[src/rtl/spi_l1_ctrl.sv]
// SPI master bit-timing controller (mode 0) feeding the L2 bit-send stage.
// Generates CS/SCK framing plus the work_en/work_pulse/data strobes for an LSB-first byte.
module spi_l1_ctrl #(
   parameter int CLK_DIV = 4
) (
   input  logic       clk,
   input  logic       rst,
   input  logic       i_tx_valid,
   input  logic [7:0] i_tx_data,
   output logic       o_tx_ready,
   output logic       o_work_en,
   output logic       o_work_pulse,
   output logic [7:0] o_data,
   output logic       o_sck,
   output logic       o_cs_n,
   output logic       o_byte_done,
   output logic       o_busy
);

   localparam int DIV_W = (CLK_DIV > 1) ? $clog2(CLK_DIV) : 1;
   localparam logic [DIV_W-1:0] DIV_LAST = DIV_W'(CLK_DIV - 1);

   typedef enum logic [2:0] {
      IDLE,
      LEAD,
      SHIFT,
      LOAD,
      TRAIL
   } state_t;

   state_t           r_state;
   state_t           w_state_nxt;
   logic [DIV_W-1:0] r_div_cnt;
   logic [DIV_W-1:0] w_div_cnt_nxt;
   logic [3:0]       r_edge_cnt;
   logic [3:0]       w_edge_cnt_nxt;
   logic             r_sck;
   logic             w_sck_nxt;
   logic             r_cs_n;
   logic             w_cs_n_nxt;
   logic             r_work_en;
   logic             w_work_en_nxt;
   logic             r_work_pulse;
   logic             w_work_pulse_nxt;
   logic             r_byte_done;
   logic             w_byte_done_nxt;
   logic [7:0]       r_data;
   logic [7:0]       w_data_nxt;
   logic             w_accept;
   logic             w_div_last;

   assign o_tx_ready   = (r_state == IDLE) || (r_state == LOAD);
   assign o_busy       = (r_state != IDLE);
   assign o_work_en    = r_work_en;
   assign o_work_pulse = r_work_pulse;
   assign o_data       = r_data;
   assign o_sck        = r_sck;
   assign o_cs_n       = r_cs_n;
   assign o_byte_done  = r_byte_done;

   assign w_accept   = i_tx_valid && o_tx_ready;
   assign w_div_last = (r_div_cnt == DIV_LAST);

   always_ff @(posedge clk) begin
      if (rst) begin
         r_state      <= IDLE;
         r_div_cnt    <= '0;
         r_edge_cnt   <= '0;
         r_sck        <= 1'b0;
         r_cs_n       <= 1'b1;
         r_work_en    <= 1'b0;
         r_work_pulse <= 1'b0;
         r_byte_done  <= 1'b0;
         r_data       <= 8'h00;
      end else begin
         r_state      <= w_state_nxt;
         r_div_cnt    <= w_div_cnt_nxt;
         r_edge_cnt   <= w_edge_cnt_nxt;
         r_sck        <= w_sck_nxt;
         r_cs_n       <= w_cs_n_nxt;
         r_work_en    <= w_work_en_nxt;
         r_work_pulse <= w_work_pulse_nxt;
         r_byte_done  <= w_byte_done_nxt;
         r_data       <= w_data_nxt;
      end
   end

   // Every output is computed one cycle ahead here so the registered value lines up
   // with the cycle in which the state it belongs to is entered.
   always_comb begin
      w_state_nxt      = r_state;
      w_div_cnt_nxt    = r_div_cnt;
      w_edge_cnt_nxt   = r_edge_cnt;
      w_sck_nxt        = r_sck;
      w_cs_n_nxt       = r_cs_n;
      w_work_en_nxt    = r_work_en;
      w_work_pulse_nxt = 1'b0;
      w_byte_done_nxt  = 1'b0;
      w_data_nxt       = r_data;

      case (r_state)
         IDLE: begin
            w_sck_nxt     = 1'b0;
            w_cs_n_nxt    = 1'b1;
            w_work_en_nxt = 1'b0;
            if (w_accept) begin
               w_state_nxt      = LEAD;
               w_data_nxt       = i_tx_data;
               w_cs_n_nxt       = 1'b0;
               w_work_en_nxt    = 1'b1;
               w_work_pulse_nxt = 1'b1;
               w_div_cnt_nxt    = '0;
               w_edge_cnt_nxt   = '0;
            end
         end

         LEAD: begin
            if (w_div_last) begin
               w_state_nxt    = SHIFT;
               w_sck_nxt      = 1'b1;
               w_edge_cnt_nxt = 4'd1;
               w_div_cnt_nxt  = '0;
            end else begin
               w_div_cnt_nxt = r_div_cnt + 1'b1;
            end
         end

         // Edge 16 does not fit in 4 bits; it is recognised from edge 15 and the
         // counter wraps to 0 as the byte hands over to LOAD.
         SHIFT: begin
            if (w_div_last) begin
               w_div_cnt_nxt = '0;
               if (r_edge_cnt == 4'd15) begin
                  w_state_nxt     = LOAD;
                  w_sck_nxt       = 1'b0;
                  w_byte_done_nxt = 1'b1;
                  w_edge_cnt_nxt  = '0;
               end else begin
                  w_edge_cnt_nxt   = r_edge_cnt + 4'd1;
                  w_sck_nxt        = ~r_sck;
                  w_work_pulse_nxt = r_edge_cnt[0];
               end
            end else begin
               w_div_cnt_nxt = r_div_cnt + 1'b1;
            end
         end

         LOAD: begin
            w_div_cnt_nxt = '0;
            if (w_accept) begin
               w_state_nxt      = LEAD;
               w_data_nxt       = i_tx_data;
               w_work_pulse_nxt = 1'b1;
            end else begin
               w_state_nxt = TRAIL;
            end
         end

         TRAIL: begin
            if (w_div_last) begin
               w_state_nxt   = IDLE;
               w_cs_n_nxt    = 1'b1;
               w_work_en_nxt = 1'b0;
               w_div_cnt_nxt = '0;
            end else begin
               w_div_cnt_nxt = r_div_cnt + 1'b1;
            end
         end

         default: begin
            w_state_nxt   = IDLE;
            w_sck_nxt     = 1'b0;
            w_cs_n_nxt    = 1'b1;
            w_work_en_nxt = 1'b0;
         end
      endcase
   end

endmodule

[config.mk]
export PLATFORM = sky130hd
export DESIGN_NAME = spi_l1_ctrl
export DESIGN_NICKNAME = d
export VERILOG_FILES = /design/src/rtl/spi_l1_ctrl.sv
export SDC_FILE = /design/constraint.sdc
export NUM_CORES = 1
export LEC_CHECK = 0
export ABC_AREA = 1
export BUFFER_PORTS_ARGS = -buffer_cell sky130_fd_sc_hd__clkbuf_2
export CAP_MARGIN = 30
export CORE_UTILIZATION = 56
export DETAILED_ROUTE_END_ITERATION = 8
export HOLD_SLACK_MARGIN = 0.06
export PLACE_DENSITY = 0.83
export SETUP_SLACK_MARGIN = 0.1
export SLEW_MARGIN = 20
export SYNTH_ARGS = -nofsm -noshare
export SYNTH_HDL_FRONTEND = slang
export SYNTH_SLANG_ARGS = --single-unit
[constraint.sdc]
create_clock -name clk -period 3.2 [get_ports clk]
set_clock_uncertainty 0.1 [all_clocks]
set_input_delay 0.16 -clock clk [delete_from_list [all_inputs] [get_ports clk]]
set_output_delay 0.16 -clock clk [all_outputs]
set_load 0.01 [all_outputs]
Word level (Yosys, flattened, before mapping)
Index checks and enable logic that the tools add are counted.

Bits in registers: 22. Bits of input ports: 11. Output and inout port bits: 15. Word-level logic and storage cells: 72.

$add $sub $neg: 2. Equality and inequality tests: 11. Mux-type cells: 28. Bitwise operators: 5. Reduce and logical (&&, ||, !) cells: 17.

Operator list (count): $mux W3 (6); $mux W4 (4); $pmux W3 S5 (1); $pmux W4 S3 (1); $ne A2 B2 Y1 const B (5); $mux W1 (9); $pmux W1 S3 (3); $reduce_bool A3 Y1 (3); $reduce_or A3 Y1 (3); $eq A3 B2 Y1 const B (2); $pmux W2 S3 (1); $reduce_and A2 Y1 (3); $not A1 Y1 (5); $reduce_and A5 Y1 (1); $add A4 B1 Y4 const B (1); $eq A4 B4 Y1 const B (1); $mux W2 (2); $reduce_and A4 Y1 (1); $reduce_or A2 Y1 (2); $eq A3 B1 Y1 const B (1); $eq A3 B3 Y1 const B (1); $logic_not A3 Y1 (1); $reduce_and A3 Y1 (1); $add A2 B1 Y2 const B (1); other kinds (4) (4).

Depth between registers and ports, before layout
Depth after elaboration: 5. Gate-level depth with buffers: 9. Mapped depth without buffers: 9.

Worst setup path before layout
No wires, ideal clock.

Kind: flip-flop to flip-flop. From: register r_div_cnt[0]. To: register r_edge_cnt[1]. Setup time: 0.117 ns. Arrival time: 1.075 ns. Required time: 2.983 ns. Slack: 1.908 ns. Stages on the path, launching flop included: 10. Path buffers: 0. Period minus slack after synthesis: 1.292 ns. Cell sequence: dfxtp_1 -> ha_1 -> inv_1 -> nand3_2 -> nand2_2 -> inv_2 -> nand2_4 -> nand2_1 -> nand2_1 -> nor2_1.

Cells in the longest elaborated chain, start to end: 3. Elaborated cells between the ends (all ways): 4. Those cells by class: eq/ne: 3; reduce/logical: 1.

RTL lines: from (decl) (RTL line 33) `logic [DIV_W-1:0] r_div_cnt;`; from (signal assigned) (RTL line 77) `r_div_cnt <= w_div_cnt_nxt;`; $eq A2 B2 Y1 (*) (RTL line 62) `assign w_div_last = (r_div_cnt == DIV_LAST);`; $ne A2 B2 Y1 (no source line); $reduce_and A4 Y1 (no source line) (*); to (signal assigned) (RTL line 78) `r_edge_cnt <= w_edge_cnt_nxt;`; to (decl) (RTL line 35) `logic [3:0] r_edge_cnt;`.

Mark *: on every way between the ends. The rest lies on a longest branch, timed or not. A chain may end at the register's enable or synchronous reset.

Worst setup path after layout
From: register r_state[1]. To: output port o_tx_ready.

Cells in the longest elaborated chain, start to end: 2. Elaborated cells between the ends (all ways): 3. Those cells by class: eq/ne: 1; reduce/logical: 2.

RTL lines: from (decl) (RTL line 31) `state_t r_state;`; from (signal assigned) (RTL line 76) `r_state <= w_state_nxt;`; $eq A3 B2 Y1 / $logic_not A3 Y1 (equally long branches) (RTL line 52) `assign o_tx_ready = (r_state == IDLE) || (r_state == LOAD);`; $logic_or A1 B1 Y1 (*) (RTL line 52); to (decl) (RTL line 10) `output logic o_tx_ready,`.

Marks and branches as above.

==> results.sh <==
export IMPL_result_of_the_run="finished, final reports clean"
export IMPL_cellLeakagePower_nw=0.667
export IMPL_clock_latency_ns=0.32
export IMPL_layout_cells_non_filler=213
export IMPL_regToRegSetupSlack_ns=1.62
export IMPL_synth_most_common_cell="sky130_fd_sc_hd__nor2_1"
export IMPL_synth_top_cell_by_area="sky130_fd_sc_hd__dfxtp_1"
export IMPL_fp_row_count=15
export IMPL_whs_ns=0.0744
export IMPL_setup_tns_final_ns=0
export IMPL_floorplan_die_height_um=46.7
export IMPL_die_width_um=46.7
export IMPL_first_global_vias=980
export IMPL_critical_path_endpoint_type="primary output"
export IMPL_grt_antenna_before_repair=0
export IMPL_end_of_flow_core_utilization_pct=77.0
export IMPL_net_switching_power_of_the_design_mw=0.593
export IMPL_post_dp_cell_area_um2=1240
export IMPL_cts_buffers_inserted=3
export IMPL_final_net_count=202
export IMPL_cts_htree_levels=1
export IMPL_synthArstFlopShare_pct=0
export IMPL_synth_sequential_area_ratio_pct=39.4
export IMPL_pwr_density_cell_nw_per_um2=950
export IMPL_clock_sink_count=22
export IMPL_total_routing_usage_gr_pct=26.8
export IMPL_drt_iter0_markers=46
export IMPL_place_inst=200
export IMPL_power_report_internal_total_mw=0.726
export IMPL_rd_place_congestion=0.875
export IMPL_postCtsResizedCells=0
export IMPL_setup_ws_post_layout_ns=1.55
export IMPL_finalSetupViolCount=0
export IMPL_vdd_drop_max_mv=0.732
export IMPL_grt_first_pass_wirelength_mm=4.07
export IMPL_die_area_um2=2180
export IMPL_most_frequent_cells_after_synthesis="sky130_fd_sc_hd__nor2_1 (27), sky130_fd_sc_hd__nand2_1 (25), sky130_fd_sc_hd__dfxtp_1 (22)"
export IMPL_wirelength_per_cell_um=12.3
export IMPL_route_antenna_remaining_nets=0
export IMPL_post_synth_main_area_contributors="sky130_fd_sc_hd__dfxtp_1 (39%), sky130_fd_sc_hd__nor2_1 (9.1%), sky130_fd_sc_hd__nand2_1 (8.4%)"
export IMPL_layout_filler_cells=131
export IMPL_largest_net_degree_at_the_start_of_global_routing=15
export IMPL_core_um2=1800
export IMPL_detail_route_first_pass_iterations=5
export IMPL_synth_lib_cells_used_distinct=26
export IMPL_combPwrFrac_pct=49.9
export IMPL_clock_power_share_pct=16.2
export IMPL_timing_critical_path_fanout_max=9
export IMPL_vias=1110
export IMPL_dp_slack_ns=1.67
export IMPL_post_route_cells_drive_above_1_share_pct=27.7
export IMPL_number_of_buffers_on_the_longest_clock_path=2
export IMPL_clockRootBuffer="sky130_fd_sc_hd__clkbuf_4"
export IMPL_max_freq_mhz=606
export IMPL_dominantRegCellSynth="sky130_fd_sc_hd__dfxtp_1"
export IMPL_final_area_um2=1390
export IMPL_post_route_wl_mm=2.62
export IMPL_unrepaired_setup_endpoints_after_global_routing="false"
export IMPL_syn_area_per_cell_um2=7.26
export IMPL_total_power_mw=1.32
export IMPL_grt_overflow_total=0
export IMPL_initial_core_util_pct=62.0
export IMPL_worst_case_headroom_to_the_max_slew_limit_pct=68.7
export IMPL_synth_yosys_warnings=0
export IMPL_area_growth_synth_to_final_pct=24.2
export IMPL_antennaDiodeCount=0
export IMPL_cap_viol_max_count=0
export IMPL_cts_setup_buffers=0
export IMPL_mappedNetlistNets=167
export IMPL_syn_inst=154
export IMPL_net_switching_fraction_of_the_power_pct=45.0
export IMPL_startpoint_type="flip-flop"
export IMPL_tritoncts="built"
export IMPL_clk_transition_reported_paths_ns=0.13
export IMPL_postSynthRegisterBits=22
export IMPL_report_final_hold_viol_count=0
export IMPL_crit_type="reg2out"
export IMPL_min_period_ns=1.65
export IMPL_tightest_slew_ns=0.469
export IMPL_place_detailed_hpwl_mm=1.76
export IMPL_detail_route_vias_per_cell=5.21
export IMPL_io_buffer_count=25
export IMPL_pin_count=26
export IMPL_number_of_enable_flip_flop_cells_after_synthesis=0
export IMPL_drc=0
export IMPL_worst_ep_arrival_time_ns=1.39
export IMPL_fraction_of_post_synthesis_cell_area_in_the_top_cell_type_by_area_pct=39.4
export IMPL_holdBufCountCts=9
export IMPL_sequential_power_share_pct=33.9
export IMPL_timing_max_transition_violations_final=0
export IMPL_min_period_over_period_pct=51.6
export IMPL_synthesis_area_um2=1120
export IMPL_worst_hold_path_type="in2reg"
export IMPL_critPathRequiredTime_ns=2.94
-- routing by layer --
layer,wire length [um],global-route usage [%],share of wire [%]
met1,1100,30.3,42
met2,1350,50.8,52
met3,113,3.53,4.3
met4,56,8.57,2.1
met5,0,0,0
-- cells in the final DEF, fill, tap and decap left out, drive strengths merged, types with 2 or more instances in the layout --
| cell type | n |
|---|---|
| nor2 | 34 |
| inv | 18 |
| ha | 2 |
| clkbuf | 28 |
| clkinv | 2 |
| a21oi | 10 |
| nand2 | 33 |
| dfxtp | 22 |
| nand3 | 8 |
| o21ai | 15 |
| nand4 | 2 |
| dlygate4sd3 | 9 |
-- state kept, by name, summed over array words and instances (netlist names) --
name,cells
o_byte_done,1
r_edge_cnt,4
o_cs_n,1
o_sck,1
o_work_en,1
o_data,8
o_work_pulse,1
r_div_cnt,2
r_state,3
-- power by group through the flow --
stage	clock, mW	sequential (mW)	combinational, mW
2_1_floorplan	0	0.421	0.518
3_3_place_gp	0	0.443	0.614
3_5_place_dp	0	0.449	0.631
4_1_cts	0.216	0.443	0.654
5_1_grt	0.225	0.457	0.740
6_report	0.214	0.446	0.658
-- worst max-delay path, stage by stage, from the launching register on --
cell	delay [ns]
sky130_fd_sc_hd__dfxtp_1	0.63
sky130_fd_sc_hd__inv_1	0.15
sky130_fd_sc_hd__nand2_2	0.12
sky130_fd_sc_hd__nand2_4	0.06
sky130_fd_sc_hd__clkbuf_2	0.12
-- final cells by class --
class                      instances  area, um^2  area share [%]
clock buffer                       3        22.5            1.62
clock inverter                     1        30.0            2.16
inverter                          20        81.3            5.86
multi-input combinational        108         567            40.8
sequential                        22         440            31.7
tap                               25        31.3            2.25
timing repair buffer              34         215            15.5
-- final timing paths --
check / depth (start not counted) / to / start
worst max-delay path: 4 / o_tx_ready / r_state[1]$_SDFFE_PP0P_
worst min register to register: 2 / o_cs_n$_SDFFE_PP1P_ / o_cs_n$_SDFFE_PP1P_
worst min-delay path: 3 / o_work_en$_SDFFE_PP0P_ / i_tx_valid
worst max register to register: 7 / r_div_cnt[0]$_SDFFE_PP0P_ / r_state[0]$_SDFFE_PP0P_
-- cell families (layout without fill, tap and decap cells) --
| group | count (synthesis) | after routing | synth area share [%] |
|---|---|---|---|
| compound gates | 26 | 26 | 12.1 |
| buf+inv | 24 | 58 | 9.85 |
| fa+ha+maj | 2 | 2 | 2.24 |
| simple gates | 79 | 79 | 35.6 |
| xor+xnor | 1 | 1 | 0.784 |
| flops | 22 | 22 | 39.4 |
Note: power is estimated with default switching activity, not from simulation.
